**config.mk**
```make
export PLATFORM = sky130hd
export DESIGN_NAME = mmio_store_sink
export DESIGN_NICKNAME = d
export VERILOG_FILES = /design/src/rtl/mmio_store_sink.sv
export SDC_FILE = /design/constraint.sdc
export NUM_CORES = 1
export LEC_CHECK = 0
export ABC_CLOCK_PERIOD_IN_PS = 3400
export CELL_PAD_IN_SITES_DETAIL_PLACEMENT = 0
export CELL_PAD_IN_SITES_GLOBAL_PLACEMENT = 1
export CORE_ASPECT_RATIO = 1.4
export CORE_MARGIN = 2
export CORE_UTILIZATION = 42
export DETAILED_ROUTE_END_ITERATION = 12
export PLACE_DENSITY = 0.75
export SYNTH_ARGS = -nofsm -noshare
export SYNTH_HDL_FRONTEND = slang
export SYNTH_SLANG_ARGS = --single-unit
```
**constraint.sdc**
```tcl
create_clock -name clk -period 3.4 [get_ports clk]
set_clock_uncertainty 0.15 [all_clocks]
set_input_delay 0.34 -clock clk [delete_from_list [all_inputs] [get_ports clk]]
set_output_delay 0.34 -clock clk [all_outputs]
set_load 0.005 [all_outputs]
```
**src/rtl/mmio_store_sink.sv**
```systemverilog
// Store-side MMIO responder: buffers in-window stores in a FIFO, tracks tohost pass/fail and counts stores.
// Optional alignment checking is enabled by defining MMIO_ALIGN_CHECK_EN.
module mmio_store_sink #(
    parameter logic [31:0] MMIO_BASE   = 32'h0000_0100,
    parameter logic [31:0] MMIO_SIZE   = 32'h0000_0040,
    parameter logic [31:0] TOHOST_ADDR = 32'h0000_0064,
    parameter logic [31:0] PASS_VALUE  = 32'd25,
    parameter int          FIFO_DEPTH  = 4,
    parameter int          CNT_W       = 16
) (
    input  logic                          clk,
    input  logic                          rst_n,
    input  logic [31:0]                   addr,
    input  logic [31:0]                   data,
    input  logic                          we,
    output logic                          out_valid,
    input  logic                          out_ready,
    output logic [31:0]                   out_addr,
    output logic [31:0]                   out_data,
    output logic [$clog2(FIFO_DEPTH):0]   fifo_level,
    output logic                          overflow,
    output logic                          misalign,
    output logic                          pass,
    output logic                          fail,
    output logic [CNT_W-1:0]              store_count
);

    localparam int PTR_W = $clog2(FIFO_DEPTH);
    localparam int LVL_W = PTR_W + 1;

    localparam logic [1:0] ST_RUN  = 2'd0;
    localparam logic [1:0] ST_PASS = 2'd1;
    localparam logic [1:0] ST_FAIL = 2'd2;

    logic [31:0]      memAddr [FIFO_DEPTH];
    logic [31:0]      memData [FIFO_DEPTH];
    logic [PTR_W-1:0] wrPtr;
    logic [PTR_W-1:0] rdPtr;
    logic [LVL_W-1:0] level;
    logic [1:0]       state;
    logic             overflowReg;
    logic [CNT_W-1:0] countReg;

    logic        running;
    logic        storeActive;
    logic [32:0] addrExt;
    logic [32:0] offsetExt;
    logic        inWindow;
    logic        isTohost;
    logic        hit;
    logic        misaligned;
    logic        full;
    logic        popEn;
    logic        pushReq;
    logic        pushEn;
    logic        dropped;

    // Window decode is done in 33 bits so base+size can never wrap around.
    always_comb begin
        running     = (state == ST_RUN);
        storeActive = we & running;
        addrExt     = {1'b0, addr};
        offsetExt   = addrExt - {1'b0, MMIO_BASE};
        inWindow    = (addrExt >= {1'b0, MMIO_BASE}) && (offsetExt < {1'b0, MMIO_SIZE});
        isTohost    = (addr == TOHOST_ADDR);
        hit         = storeActive & inWindow & ~isTohost;
`ifdef MMIO_ALIGN_CHECK_EN
        misaligned  = (addr[1:0] != 2'b00);
`else
        misaligned  = 1'b0;
`endif
        full        = (level == LVL_W'(FIFO_DEPTH));
        popEn       = (level != '0) & out_ready;
        pushReq     = hit & ~misaligned;
        pushEn      = pushReq & (~full | popEn);
        dropped     = pushReq & full & ~popEn;
    end

    // FIFO storage and pointers; a pop frees the slot a same-cycle push into a full FIFO needs.
    always_ff @(posedge clk or negedge rst_n) begin
        if (!rst_n) begin
            wrPtr <= '0;
            rdPtr <= '0;
            level <= '0;
            for (int i = 0; i < FIFO_DEPTH; i++) begin
                memAddr[i] <= '0;
                memData[i] <= '0;
            end
        end else begin
            if (pushEn) begin
                memAddr[wrPtr] <= offsetExt[31:0];
                memData[wrPtr] <= data;
                wrPtr          <= wrPtr + 1'b1;
            end
            if (popEn) begin
                rdPtr <= rdPtr + 1'b1;
            end
            if (pushEn && !popEn) begin
                level <= level + 1'b1;
            end else if (!pushEn && popEn) begin
                level <= level - 1'b1;
            end
        end
    end

    // Status FSM: the first aligned tohost store decides pass or fail; both are terminal.
    always_ff @(posedge clk or negedge rst_n) begin
        if (!rst_n) begin
            state <= ST_RUN;
        end else if (storeActive && isTohost && !misaligned) begin
            state <= (data == PASS_VALUE) ? ST_PASS : ST_FAIL;
        end
    end

    always_ff @(posedge clk or negedge rst_n) begin
        if (!rst_n) begin
            countReg    <= '0;
            overflowReg <= 1'b0;
        end else begin
            if (storeActive && (countReg != '1)) begin
                countReg <= countReg + 1'b1;
            end
            if (dropped) begin
                overflowReg <= 1'b1;
            end
        end
    end

`ifdef MMIO_ALIGN_CHECK_EN
    logic misalignReg;

    always_ff @(posedge clk or negedge rst_n) begin
        if (!rst_n) begin
            misalignReg <= 1'b0;
        end else if (storeActive && misaligned && (inWindow || isTohost)) begin
            misalignReg <= 1'b1;
        end
    end

    assign misalign = misalignReg;
`else
    assign misalign = 1'b0;
`endif

    assign out_valid   = (level != '0);
    assign out_addr    = memAddr[rdPtr];
    assign out_data    = memData[rdPtr];
    assign fifo_level  = level;
    assign overflow    = overflowReg;
    assign pass        = (state == ST_PASS);
    assign fail        = (state == ST_FAIL);
    assign store_count = countReg;

endmodule

```
Word level (Yosys, flattened, before mapping) --
Cells that the tools add are included.
Word-level totals: bits of input ports 68, register bits 282, output and inout bits 88, word-level logic and storage cells 68
Cells by class: $add $sub $neg 6, $lt $le $gt $ge 5, eq/ne operators 6, reduce and logical (&&, ||, !) cells 11, bitwise operators 13, multiplexer cells 13
Operator list (count):
- 128-bit bitwise mux | 2
- 32-bit two-way mux | 5
- 32-bit binary-select mux with 2-bit select | 2
- 32-bit demux with 2-bit select | 1
- 33-bit by 7-bit less-than comparator with 1-bit output, second input constant | 1
- 32-bit by 9-bit subtractor with 33-bit output, second input constant | 1
- 32-bit by 5-bit equality test with 1-bit output, second input constant | 1
- 32-bit by 7-bit equality test with 1-bit output, second input constant | 1
- 32-bit by 9-bit greater-or-equal comparator with 1-bit output, second input constant | 1
- 16-bit by 1-bit adder with 16-bit output, second input constant | 1
- 16-bit != test, second input constant | 1
- 1-bit bitwise AND | 7
- 3-bit greater-or-equal comparator, second input constant | 2
- 1-bit logical AND | 6
- 3-bit two-way mux | 2
- 2-bit NOT with 3-bit output | 2
- 2-bit by 1-bit adder with 2-bit output, second input constant | 2
- 3-bit by 1-bit adder with 3-bit output, second input constant | 1
- 3-bit equality test, second input constant | 1
- 3-bit by 1-bit less-than comparator with 1-bit output, second input constant | 1
- 1-bit NOT | 3
- 3-bit nonzero test | 1
- 3-bit by 1-bit subtractor with 3-bit output, second input constant | 1
- 2-bit by 1-bit equality test with 1-bit output, second input constant | 1
- other kinds (6) | 7

Depth between registers and ports, before layout --
word-level depth 10, gate-level depth with buffers 14, depth with buffers taken out 14

Worst setup path before layout --
No wires, ideal clock.
path kind input -> register, start point input addr[8], end point register level[2] (netlist: fifo_level[2]), library setup time 79 ps, stages 14, arrival 2933 ps, path slack 238 ps, data required time 3171 ps, buffers on the path 0, path through inv_1 > ha_1 > nor4b_4 > nand4_1 > or4b_1 > nand3_2 > nand4_1 > inv_1 > ha_1 > inv_1 > fa_1 > xor2_1 > nor2_1 > xor2_1
Between the ends: word-level cells in the longest chain between the ends 9, elaborated cells on any way between the ends 14, classes of those cells 1 x add/sub; 2 x order compare; 1 x eq/ne; 1 x mux; 4 x bitwise; 5 x reduce/logical
RTL lines:
- start, declared | RTL line 13 | input logic [31:0] addr,
- 32-bit by 9-bit subtractor with 33-bit output | RTL line 63 | offsetExt = addrExt - {1'b0, MMIO_BASE};
- 33-bit by 7-bit less-than comparator with 1-bit output | RTL line 64 | inWindow = (addrExt >= {1'b0, MMIO_BASE}) && (offsetExt < {1'b0, MMIO_SIZE});
- 1-bit logical AND | RTL line 64
- 1-bit bitwise AND | RTL line 66 | hit = storeActive & inWindow & ~isTohost;
- 1-bit bitwise AND (*) | RTL line 66
- 1-bit bitwise AND (*) | RTL line 75 | pushEn = pushReq & (~full | popEn);
- via pushEn | RTL line 55 | logic pushEn;
- 1-bit logical NOT | RTL line 100 | end else if (!pushEn && popEn) begin
- 1-bit logical AND | RTL line 100
- 2-bit nonzero test (no line)
- end signal, assigned | RTL line 99 | level <= level + 1'b1;
- end signal, assigned | RTL line 101 | level <= level - 1'b1;
- end, declared | RTL line 39 | logic [LVL_W-1:0] level;
The timed path passes the listed nets; every way through them passes the cells marked *. A chain may end at the register's enable or synchronous reset.

Final worst setup path --
start point register rdPtr[0], end point output out_addr[21]
Between the ends: word-level cells in the longest chain between the ends 4
RTL lines:
- start, declared | RTL line 38 | logic [PTR_W-1:0] rdPtr;
- start signal, assigned | RTL line 96 | rdPtr <= rdPtr + 1'b1;
- 2-bit NOT with 3-bit output (implied by the code) | RTL line 146 | assign out_addr = memAddr[rdPtr];
- 32-bit binary-select mux with 2-bit select | RTL line 146
- 32-bit two-way mux (implied by the code) (2 in a row) | RTL line 146
- end, declared | RTL line 18 | output logic [31:0] out_addr,
Every way passes these cells. The select of a mux whose other input is x is not followed.

==> metrics.md <==
| Metric | Value |
|---|---|
| Yosys reg bits | 282 |
| Layout cells sized above 1 | 0.315 |
| Comb power frac | 0.056 |
| Switching part of the total | 0.216 |
| Die height | around 210 um |
| Tcrit/Tclk final | 0.903 |
| Seq/Total Area, Yosys | 0.545 |
| Clock Tree Buf Depth | 3 |
| Post-Syn Area | between 0.01 and 0.015 mm2 |
| Critical Path End Type | output pin |
| Wirelength, routed | between 20,000 and 30,000 um |
| Startpoint types | register |
| Worst skew pair latency | roughly 0.56 ns |
| HPWL Detailed | 18,300 um |
| Peak supply drop | ~0.47 mV |
| Tmin final | 3.07 ns |
| Critical path, cell by cell | buf_4 > mux4_2 > clkdlybuf4s50_1 |
| Slowest stage cell on the critical path | mux4_2 |
| CTS root buffer | clkbuf_16 |
| GR Overflow Total | 0 |
| Global routing's busiest layer | met2 |
| # IOs | around 160 |
| Tot Pwr | 7.31 mW |
| Post-synthesis net count | between 800 and 900 |
| First drt pass iteration count | 5 |
| Power per standard cell area | 451 mW/mm2 |
| Worst Setup Slack, final | roughly 0.33 ns |
| Fin area | approximately 0.016 mm2 |
| Routed vias | between 7,000 and 8,000 |
| Number of library cell types mapped by synthesis | 53 |
| Critical path type | reg2out |
| P_int | approximately 5.7 mW |
| Max-Cap Viols | 0 |
| Area contributors post-synth | dfrtp_1 (54%), mux2_4 (14%), mux4_2 (11%) |
| Worst path bufs/invs | 2 |
| Top cell type's share of synthesized area | 0.545 |
| Worst slew pin tran | 0.613 ns |
| Layout Nets | about 1,100 |
| Fin. Hold Viols | 0 |
| Mean post-synth cell area | approximately 16 um2 |
| Sequential fraction of design power | 0.471 |
| Fmax | approximately 330 MHz |
| Post-synthesis instance total | 813 |
| Status | finished, final reports clean |
| Core area | about 0.031 mm2 |
| Lkg Pwr | around 7.5 nW |
| Fill cells | ~2,500 |
| CTS sink cnt | ~280 |
| Post-DR wirelength/cell | 19.5 um |
| Die width | ~150 um |
| Final Max Slew Viols | 0 |
| # port buffers | around 150 |
| Asr flop ratio synth | 1.00 |
| CTS resizes | 0 |
| Row count | 76 |
| Clock buffer count from CTS | 29 |
| Slew HR | 0.591 |
| DRC | 0 |
| Via density | 5.15 |
| Slowest stage delay, CP | 0.61 ns |
| CTS tree | done |
| H-tree levels | 1 |
| Worst EP required | between 2 and 3 ns |
| Clk pin slew, worst setup/hold paths | around 0.06 ns |
| Largest net degree at the start of global routing | 80 |
| Initial core utilization | 0.423 |
| Cell Area, Placed | between 0.015 and 0.02 mm2 |
| GR met2 Demand/Resource | 0.294 |
| DIE AREA | 0.0323 mm2 |
| Clock power frac | 0.473 |
| Finish-stage setup viols | 0 |
| RePlAce Congestion | approximately 0.86 |
| Grt met3 use | 0.0342 |
| Total of warnings raised by yosys | 0 |
| Vias in the first global route | 8,183 |
| Sw Pwr | 1.58 mW |
| Post-synth EDFFs | 0 |
| Layout area overhead | 25.0% |
| Initial antenna violation count | 1 |
| Worst-case reg-to-reg path depth | 12 |
| Crit path max fanout | 18 |
| WP depth | 3 |
| RSZ-0062 raised after global routing | false |
| Worst Path Arrival | around 2.6 ns |
| GRT Total Usage | 0.177 |
| Met1 GRT Util | 0.239 |
| Main synth FF type | dfrtp_1 |
| Hold crit path type | in2async |
| Leading area contributor after synthesis | dfrtp_1 |
| CP top delay family | buffers and inverters |
| DRT iter0 DRCs | roughly 340 |
| First-pass GRT wire length | 45,700 um |
| Pre-CTS WS | -0.163 ns |
| Final antenna-violating net count | 0 |
[worst reg2reg max path: cells and delay by family, from the launching register on]
kind | cells | cell delay (ns)
AND/OR/NAND/NOR | 6 | 1.16
adder cells (fa/ha/maj) | 2 | 0.54
flip-flops | 1 | 0.41
buffers and inverters | 2 | 0.15
XOR/XNOR | 2 | 0.32
[cell families after synthesis]
| logic type | synth area share |
|---|---|
| DFF | 0.545 |
| muxes | 0.281 |
| other | 0.000289 |
| buffers and inverters | 0.0394 |
| adders and majority gates | 0.00830 |
| and+or+nand+nor | 0.101 |
| AOI/OAI and AO/OA | 0.00869 |
| xor gates and xnor gates | 0.0176 |
[per-layer routing]
metal / up-vias / share of wire
met4: 0 / 0.019
met2: 153 / 0.49
met3: 38 / 0.049
li1: 3328 / -
met1: 3815 / 0.44
met5: - / 0
[through the flow]
step | TNS, ns | util | hold WS [ns] | std cells
3_5_place_dp | -0.428 | 0.494 | 0.225 | 1370
3_3_place_gp | -0.463 | 0.494 | 0.222 | 1370
5_1_grt | 0 | 0.529 | 0.238 | 1424
2_1_floorplan | 0 | - | -0.106 | 813
4_1_cts | 0 | 0.529 | 0.218 | 1423
6_report | 0 | 0.529 | 0.177 | 1424
[power groups by stage]
stage,Sequential [mW],Clock (mW),Combinational [mW]
global route,3.45,3.69,0.453
global placement,3.51,0,0.408
detailed placement,3.51,0,0.411
CTS,3.45,3.56,0.415
floorplan,3.50,0,0.0974
finish,3.45,3.46,0.406
[Yosys cell counts (8+ instances only)]
cell type / n
nand4_1: 15
nor4_1: 9
buf_2: 8
nor3_1: 11
mux2_4: 120
nor2_1: 16
inv_1: 10
mux4_2: 64
nor2b_1: 106
nand2_1: 14
mux2_2: 19
dfrtp_1: 282
buf_12: 16
xnor2_1: 15
mux2_1: 16
buf_1: 12
xor2_1: 11
[registers in the layout, summed over array words and instances (netlist names)]
register	cells
fifo_level	3
memAddr	128
memData	128
overflow	1
rdPtr	2
state	2
store_count	16
wrPtr	2
[cell usage in the layout, fill, tap and decap left out, types with 2 or more instances in the layout]
cell type / synthesis / layout
and4_4: 4 / 4
clkbuf_16: 0 / 29
clkbuf_1: 4 / 3
ha_1: 7 / 7
mux2_1: 16 / 16
dfrtp_4: 0 / 2
nor3b_1: 2 / 2
clkinvlp_4: 0 / 2
buf_4: 1 / 44
mux4_2: 64 / 64
and3_1: 2 / 2
nand2_1: 14 / 14
mux2_2: 19 / 19
or4b_1: 4 / 4
xor2_1: 11 / 11
nor2b_1: 106 / 106
o31a_1: 2 / 2
dfrtp_1: 282 / 280
o21ai_0: 4 / 4
buf_12: 16 / 14
bufinv_16: 0 / 5
clkinv_2: 0 / 2
nand3_1: 7 / 7
nor2_1: 16 / 16
inv_1: 10 / 10
nor4b_1: 2 / 2
nor3_2: 2 / 2
clkbuf_8: 0 / 8
inv_6: 0 / 3
nor3_1: 11 / 11
and2_1: 2 / 2
clkdlybuf4s50_1: 0 / 153
nor4_1: 9 / 9
xnor2_1: 15 / 15
mux2_4: 120 / 120
nand4_1: 15 / 15
[worst paths after layout]
path	start	end	slack, ns
setup reg to reg	state[1]	fifo_level[2]	0.60
setup / recovery	rdPtr[0]	out_addr[21]	0.33
max in group asynchronous	rst_n	memData[78]	2.07
hold / removal	rst_n	store_count[4]	0.18
min in group clk	out_ready	rdPtr[1]	0.29
hold reg to reg	memData[61]	memData[61]	0.33
[final cells by class]
class | count | area [um2] | share of cell area
multi-input cells | 476 | 5390 | 0.333
flip-flops and latches | 282 | 7060 | 0.436
inverters | 10 | 37.5 | 0.00232
repair buffers | 213 | 2170 | 0.134
clock buffers | 40 | 847 | 0.0523
well taps | 390 | 488 | 0.0301
clock inverters | 12 | 201 | 0.0124
diodes | 1 | 2.50 | 0.000154
[what timing repair did]
action / CTS / global route
setup buffers: 0 / 0
endpoints found under the hold margin: 74 / 0
hold buffers: 1 / 0
No activity file was read; power rests on OpenSTA's default activity.
==> patch (same settings) <==
Add a define of `MMIO_ALIGN_CHECK_EN`.
--- a/src/rtl/mmio_store_sink.sv
+++ b/src/rtl/mmio_store_sink.sv
@@ -1,5 +1,7 @@
 // Store-side MMIO responder: buffers in-window stores in a FIFO, tracks tohost pass/fail and counts stores.
 // Optional alignment checking is enabled by defining MMIO_ALIGN_CHECK_EN.
+`define MMIO_ALIGN_CHECK_EN
+
 module mmio_store_sink #(
     parameter logic [31:0] MMIO_BASE   = 32'h0000_0100,
     parameter logic [31:0] MMIO_SIZE   = 32'h0000_0040,
Check against the original RTL: not equivalent (Yosys sat finds a counterexample within 4 cycles, from zero or initial values and one cycle with rst_n low).
==> patch against the original RTL <==
Worst setup slack worse by 0.16 ns. Sequential cell count up 1. Routed wire length down 1.0%. Synthesized cell count up 0.86%. Cell area down 1.8%. Worst hold slack better by 0.13 ns. Clock power down 9.5%. Area after synthesis down 4.2%. Power down 7.4%. First-iteration DRC count down 37%. Critical path type is now in -> reg. Critical endpoint is now fifo_level[2].
==> patch: results (changes against the original RTL) <==
[metrics] cell area after placement: 14900 um^2 (-1.6%)
[metrics] nets: 1119 (+2.8%)
[metrics] R2R setup slack: 0.74 ns (+0.14 ns)
[metrics] reported leakage power: 7.55 nW (+0.80%)
[metrics] detailed placer's ending HPWL: 18.3 mm (+0.32%)
[metrics] vias per cell: 5.19 (+0.75%)
[metrics] First-pass DRT Iterations: 4 (-1)
[metrics] input/output buffers: 155 (+0.65%)
[metrics] worst IR drop on VDD: 0.482 mV (+2.2%)
[metrics] worst slack at placement: -0.430 ns (-0.268 ns)
[metrics] Flop pwr share: 0.498 (+0.027)
[metrics] iteration-0 DRC count of the detailed router: 210 (-37%)
[metrics] CTS clk-pin slew, worst paths: 0.06 ns (about the same)
[metrics] path type of the worst min-delay path: in -> reg
[metrics] WP data arrival: 3.54 ns (+0.96 ns)
[metrics] number of buffers inserted during clock tree synthesis: 28 (-3.4%)
[metrics] RR Startpoint: state[0]
[metrics] start point of the worst hold path: out_ready
[metrics] H-tree depth: 1 (unchanged)
[metrics] initial antenna violation count: 0 (-1)
[metrics] Seq/Total Area, Yosys: 0.571 (+0.0261)
[metrics] Bufs on Longest Clock Path: 3 (unchanged)
[metrics] global-route wire length before repair: 45.1 mm (-1.5%)
[metrics] FF-to-FF path depth: 9 (-3)
[metrics] cell area power density: 426 nW/um^2 (-5.7%)
[metrics] placer congestion estimate: 0.788 (-8.4%)
[metrics] most frequent cells after synthesis: dfrtp_1 (283), nor2b_1 (115), mux2_2 (106), mux4_2 (64), mux2_1 (41)
[metrics] combined global-route utilization of all metal layers: 0.183 (+0.00594)
[metrics] worst-path maximum fanout: 3 (-15)
[metrics] Synth cell types: 56 (+5.7%)
[metrics] tightest hold margin: 0.306 ns (+0.128 ns)
[metrics] later-pin clock latency in the skew report: 0.53 ns (-0.03 ns)
[metrics] reg-to-reg endpoint: memData[3]
[metrics] Synth Net Count: 896 (+0.79%)
[metrics] post-route non-filler standard cell count: 1444 (+1.4%)
[metrics] layout cells sized above 1: 0.298 (-0.0167)
[metrics] relative slew slack: 0.418 (-0.173)
[metrics] pin count of the biggest net entering global routing: 110 (+38%)
[metrics] status: finished, final reports clean
[metrics] Syn Area/Cell: 15.1 um^2 (-5.1%)
[metrics] via count of the first global-routing pass: 8167 (-0.20%)
[metrics] final wirelength: 27.5 mm (-1.0%)
[metrics] switching power: 0.00142 W (-10%)
[metrics] Diodes inserted: 0 (-1)
[metrics] synth top area cells: dfrtp_1 (57%), mux4_2 (12%), mux2_2 (9.6%)
[metrics] part of the total power dissipated in the clock network: 0.463 (-0.010)
==> patch: critical path, stage by stage <==
cell,delay [ns]
clkdlybuf4s50_1,0.42
or4_1,0.62
nor4_4,0.32
o21ai_1,0.11
a221o_1,0.36
nor4_2,0.29
ha_2,0.24
inv_1,0.05
fa_1,0.37
xor2_1,0.17
nor2_1,0.11
xor2_1,0.14
==> patch: how the worst max path moves through the flow <==
stage | startpoint | endpoint | slack, ns | cells past startpoint
detailed placement | addr[9] | fifo_level[2] | -0.43 | 15
global placement | addr[22] | fifo_level[2] | -0.37 | 13
global route | addr[8] | fifo_level[2] | -0.01 | 14
floorplan | addr[8] | fifo_level[2] | 0.02 | 16
finish | addr[22] | fifo_level[2] | 0.17 | 12
CTS | addr[9] | fifo_level[2] | 0.13 | 15
==> patch: logic make-up (layout without fill, tap and decap cells) <==
| group | after synthesis | after routing | share of synthesized area |
|---|---|---|---|
| flops | 283 | 283 | 0.571 |
| xor+xnor | 22 | 22 | 0.0155 |
| mux | 211 | 211 | 0.250 |
| compound gates | 24 | 24 | 0.0160 |
| buf+inv | 52 | 296 | 0.0249 |
| simple gates | 220 | 220 | 0.115 |
| fa+ha+maj | 8 | 8 | 0.00867 |
==> patch: metal layers <==
| metal | wire [um] | vias up | part of all wire | GRT usage |
|---|---|---|---|---|
| met4 | 627 | 0 | 0.023 | 0.0479 |
| li1 | - | 3432 | - | - |
| met1 | 11700 | 3888 | 0.43 | 0.243 |
| met5 | 0 | - | 0 | 0 |
| met2 | 14000 | 132 | 0.51 | 0.312 |
| met3 | 1130 | 41 | 0.041 | 0.0299 |
==> patch: cell type report <==
cell class	count	area [um^2]
inverters	11	41.3
flip-flops and latches	283	7090
fillers	2437	13300
repair buffers	234	2290
clock inverters	10	105
multi-input cells	485	5070
clock buffers	41	841
well taps	380	475
